[config.mk]
export PLATFORM = sky130hd
export DESIGN_NAME = vga_timing_gen
export DESIGN_NICKNAME = d
export VERILOG_FILES = /design/src/rtl/vga_timing_gen.sv
export SDC_FILE = /design/constraint.sdc
export NUM_CORES = 1
export LEC_CHECK = 0
export ABC_CLOCK_PERIOD_IN_PS = 2350
export BUFFER_PORTS_ARGS = -buffer_cell sky130_fd_sc_hd__buf_2
export CAP_MARGIN = 40
export CORE_MARGIN = 2
export CORE_UTILIZATION = 40
export CTS_BUF_LIST = sky130_fd_sc_hd__clkbuf_2 sky130_fd_sc_hd__clkbuf_4 sky130_fd_sc_hd__clkbuf_8
export DETAILED_ROUTE_END_ITERATION = 7
export RECOVER_POWER = 100
export REMOVE_ABC_BUFFERS = 1
export SYNTH_ARGS = -nofsm -noshare
export SYNTH_HDL_FRONTEND = slang
export SYNTH_SLANG_ARGS = --single-unit
[constraint.sdc]
create_clock -name clk -period 2.35 [get_ports clk]
set_input_delay 0.47 -clock clk [delete_from_list [all_inputs] [get_ports clk]]
set_output_delay 0.47 -clock clk [all_outputs]
set_load 0.03 [all_outputs]
[src/rtl/vga_timing_gen.sv]
// VGA raster timing generator.
// Produces column/row counters plus sync, active-video and start-of-line/frame
// strobes for a parameterised video mode. Every output is a flop whose D input
// is decoded from the next counter values. That keeps the strobes aligned with
// column/row, and lets them come out of reset without glitches.
module vga_timing_gen #(
  parameter int H_ACTIVE  = 640,
  parameter int H_FP      = 16,
  parameter int H_SYNC    = 96,
  parameter int H_BP      = 48,
  parameter int V_ACTIVE  = 480,
  parameter int V_FP      = 10,
  parameter int V_SYNC    = 2,
  parameter int V_BP      = 33,
  parameter bit HSYNC_POL = 1'b0,
  parameter bit VSYNC_POL = 1'b0,
  parameter int CNT_W     = 11
) (
  input  logic             clk,
  input  logic             rst,
  input  logic             pix_en,
  output logic             hsync,
  output logic             vsync,
  output logic             rgb_en,
  output logic [CNT_W-1:0] column,
  output logic [CNT_W-1:0] row,
  output logic             line_start,
  output logic             frame_start
);

  // Line and frame totals, resolved at elaboration.
  localparam int H_TOTAL = H_ACTIVE + H_FP + H_SYNC + H_BP;
  localparam int V_TOTAL = V_ACTIVE + V_FP + V_SYNC + V_BP;

  // Counter wrap points.
  localparam logic [CNT_W-1:0] H_LAST = CNT_W'(H_TOTAL - 1);
  localparam logic [CNT_W-1:0] V_LAST = CNT_W'(V_TOTAL - 1);

  // Region boundaries are held one bit wider than the counters. A boundary
  // can equal 2^CNT_W when a total exactly fills the counter range, and the
  // extra bit keeps that case from wrapping.
  localparam int EW = CNT_W + 1;
  localparam logic [EW-1:0] H_ACT_END   = EW'(H_ACTIVE);
  localparam logic [EW-1:0] H_SYNC_BEG  = EW'(H_ACTIVE + H_FP);
  localparam logic [EW-1:0] H_SYNC_END  = EW'(H_ACTIVE + H_FP + H_SYNC);
  localparam logic [EW-1:0] V_ACT_END   = EW'(V_ACTIVE);
  localparam logic [EW-1:0] V_SYNC_BEG  = EW'(V_ACTIVE + V_FP);
  localparam logic [EW-1:0] V_SYNC_END  = EW'(V_ACTIVE + V_FP + V_SYNC);

  logic [CNT_W-1:0] col_reg, col_next;
  logic [CNT_W-1:0] row_reg, row_next;
  logic             hsync_reg, hsync_next;
  logic             vsync_reg, vsync_next;
  logic             rgb_en_reg, rgb_en_next;
  logic             line_start_reg, line_start_next;
  logic             frame_start_reg, frame_start_next;

  logic [EW-1:0]    col_ext;
  logic [EW-1:0]    row_ext;
  logic             h_active;
  logic             v_active;
  logic             h_sync_zone;
  logic             v_sync_zone;

  // Next-count logic: advance one pixel per enabled edge and wrap at the totals.
  // The row moves only on a horizontal wrap.
  always_comb begin
    col_next = col_reg;
    row_next = row_reg;
    if (pix_en) begin
      if (col_reg == H_LAST) begin
        col_next = '0;
        if (row_reg == V_LAST) begin
          row_next = '0;
        end else begin
          row_next = row_reg + 1'b1;
        end
      end else begin
        col_next = col_reg + 1'b1;
      end
    end
  end

  // Region decode on the next counts. With pix_en low the next counts equal
  // the current ones, so every decoded output holds its value.
  always_comb begin
    col_ext          = {1'b0, col_next};
    row_ext          = {1'b0, row_next};
    h_active         = (col_ext < H_ACT_END);
    v_active         = (row_ext < V_ACT_END);
    h_sync_zone      = (col_ext >= H_SYNC_BEG) && (col_ext < H_SYNC_END);
    v_sync_zone      = (row_ext >= V_SYNC_BEG) && (row_ext < V_SYNC_END);
    hsync_next       = h_sync_zone ? HSYNC_POL : ~HSYNC_POL;
    vsync_next       = v_sync_zone ? VSYNC_POL : ~VSYNC_POL;
    rgb_en_next      = h_active && v_active;
    line_start_next  = (col_next == '0);
    frame_start_next = (col_next == '0) && (row_next == '0);
  end

  // State and output registers. Reset loads the decode of position 0/0, so
  // release produces no edge on any output until counting actually starts.
  always_ff @(posedge clk or negedge rst) begin
    if (!rst) begin
      col_reg         <= '0;
      row_reg         <= '0;
      hsync_reg       <= ~HSYNC_POL;
      vsync_reg       <= ~VSYNC_POL;
      rgb_en_reg      <= 1'b1;
      line_start_reg  <= 1'b1;
      frame_start_reg <= 1'b1;
    end else begin
      col_reg         <= col_next;
      row_reg         <= row_next;
      hsync_reg       <= hsync_next;
      vsync_reg       <= vsync_next;
      rgb_en_reg      <= rgb_en_next;
      line_start_reg  <= line_start_next;
      frame_start_reg <= frame_start_next;
    end
  end

  assign column      = col_reg;
  assign row         = row_reg;
  assign hsync       = hsync_reg;
  assign vsync       = vsync_reg;
  assign rgb_en      = rgb_en_reg;
  assign line_start  = line_start_reg;
  assign frame_start = frame_start_reg;

endmodule

==> flow_summary.yaml <==
grt:
  track_usage_pct: 18.5
  grt_pass1_vias: 1443
  antenna_found_initial: 0
  grt_max_degree: 28
  grt_pass1_wl_um: 7260
  grt_overflow_total: 0
clock_network:
  cts_root_buffer: "clkbuf_8"
  cts_tree: "yes"
  postCtsHoldBufs: 0
  cts_sinks: 27
  clk_latency_ns: 0.28
  cts_made_buffers: 3
  ctsLongestPathBuffers: 2
  clk_pin_slew_ns: 0.11
  cts-htree-levels: 1
sta:
  tightestPinTransition_ns: 1.58
  drv_slew: 28
  hold_viol_final: 0
  rsz0062_at_grt: "false"
  min_period_ns: 2.24
  finalCritPeriodShare_pct: 95.2
  setup_viol: 0
  slew_headroom_pct: -5.29
  final.setup.tns_ns: 0
  max_freq_mhz: 447
  clock_skew_ns: 0.00726
final_layout:
  area_delta_synth_final_pct: 13.9
  fin_util_pct: 48.3
  fillers: 415
  layoutNonFillerInstCount: 267
  diodes: 0
  fin_nets: 224
  drive_above_1_share_pct: 17.5
routing:
  wl_per_cell_um: 16.5
  ant_nets: 0
  vias: 1522
  drt_iter0_drc: 140
  drtPass1Iterations: 4
  drcViolationCount: 0
  drt-total-wl_um: 4420
  routed_via_density: 5.70
logic_synthesis:
  netlist_area_um2: 1730
  synth.top_cell.area_share_pct: 31.8
  yosysSeqAreaShare_pct: 39.4
  synth_cell_types: 53
  synthCells: 182
  synth_ff_type: "dfrtp_1"
  yosys_warnings: 0
  synth_area_per_cell_um2: 9.52
  synth_area_leaders: "dfrtp_1 (32%), dfstp_2 (7.6%), xnor2_1 (4.5%)"
  synth_edf_count: 0
  ys_seq_elements: 27
  synth_top_area_cell: "dfrtp_1"
  async_flop_share_pct: 100
critical_path:
  crit_start: "column[1]"
  r2r_cells: 7
  critical_path_class: "register to register"
  rr_startpoint: "column[1]"
  critPathRequiredTime_ns: 2.55
  path_max_fanout: 14
  crit_end: "frame_start"
  r2r_setup_slack_ns: 0.11
  end_kind: "register"
  arrival_ns: 2.44
  crit_path_start_kind: "register"
  r2r_end: "frame_start"
die:
  die_area_um2: 4870
  initial_utilization_pct: 42.4
  fp-row-count: 23
  pin_count: 30
  die_x_um: 69.8
  core_um2: 4090
  die_h_um: 69.8
run_status:
  violations: "capacitance limit, slew limit"
  status: "finished with violations"
worst_hold_path:
  hold_path_class: "primary input to async pin"
placement:
  place_inst: 263
  gp_congestion: 0.881
  dp_hpwl_um: 3200
  portBuffers: 29
power_and_ir_drop:
  irDropWorstVdd_mv: 0.325
  p_leak_uw: 0.000787
  p_per_area_nw_per_um2: 712
run:
  maxCapViolCount: 1
## what timing repair did
| action | 4_1_cts | 5_1_grt |
|---|---|---|
| gates resized for setup | 0 | 2 |
| endpoints found under the setup margin | 0 | 1 |
| buffers inserted | 0 | 0 |
## placed cells by master (no fill, tap or decap), types with 3 or more instances in the layout
master / count
clkbuf_1: 27
dfrtp_1: 21
nand2_1: 17
o21ai_0: 13
buf_4: 12
nand3_1: 11
nor2_1: 11
xnor2_1: 9
nand4_1: 8
a21oi_1: 7
xor2_1: 6
o31ai_1: 5
dfstp_2: 5
nor3_1: 4
and2_1: 3
and3_1: 3
inv_1: 3
a21o_1: 3
ha_1: 3
clkbuf_8: 3
## worst min path at each step
stage	depth (start not counted)	to
floorplan	0	column[0]
global placement	1	column[2]
detailed placement	1	column[2]
CTS	1	column[2]
global route	2	column[1]
finish	1	column[2]
## where the power goes
part           switching [uW]  internal, uW  leakage [uW]
Clock                     164           121     0.0000217
Sequential               78.9           531      0.000342
Combinational             329           182      0.000423
Total                     573           834      0.000787
## critical path, stage by stage, from the launching register on
cell and delay [ns]:
dfrtp_2 0.47, ha_1 0.23, and2_1 0.22, and4_4 0.27
buf_4 0.19, a211o_1 0.30, a21oi_2 0.17, nor4bb_4 0.31
## layout make-up
| type | count | area, um^2 | area share, % |
|---|---|---|---|
| flip-flops and latches | 27 | 683 | 34.6 |
| multi-input cells | 142 | 967 | 49.0 |
| repair buffers | 41 | 201 | 10.2 |
| clock inverters | 1 | 7.51 | 0.380 |
| inverters | 3 | 11.3 | 0.570 |
| well taps | 50 | 62.6 | 3.17 |
| clock buffers | 3 | 41.3 | 2.09 |
## kinds of logic after synthesis
group | synth area share [%]
flip-flops | 39.4
XOR/XNOR | 7.58
adder cells (fa/ha/maj) | 2.17
buffers and inverters | 3.97
multiplexers | 0.650
AND/OR/NAND/NOR | 27.9
AO/OA/AOI/OAI | 18.4
## synth_stat cells, types with 3 or more instances
master	instances
a21oi_2	3
o31ai_1	4
buf_4	3
o21ai_0	12
xor2_1	6
nand3_1	11
dfstp_2	5
a21oi_1	6
nand4_1	6
dfrtp_1	22
nand2_1	17
a21o_1	3
and2_1	3
nor3_1	4
nor2_1	11
clkbuf_1	5
and3_1	3
o21ai_1	3
xnor2_1	9
inv_1	3
ha_1	3
## routing by layer
layer | GRT usage (%) | vias up | wire, um
li1 | - | 742 | -
met1 | 27.9 | 733 | 2190
met2 | 26.8 | 41 | 1940
met3 | 3.34 | 6 | 230
met4 | 5.77 | 0 | 57
met5 | 0 | - | 0
## stage by stage
stage               hold WS (ns)  cell area, um^2  worst slack (ns)  total power (uW)
floorplan                  0.174             1680             0.113               960
global placement           0.519             1970             0.107              1140
detailed placement         0.535             1970             0.151              1140
CTS                        0.217             2020             0.119              1430
global route               0.571             1970           0.00897              1500
finish                     0.556             1970             0.114              1410
(Power assumes the default switching activity.)
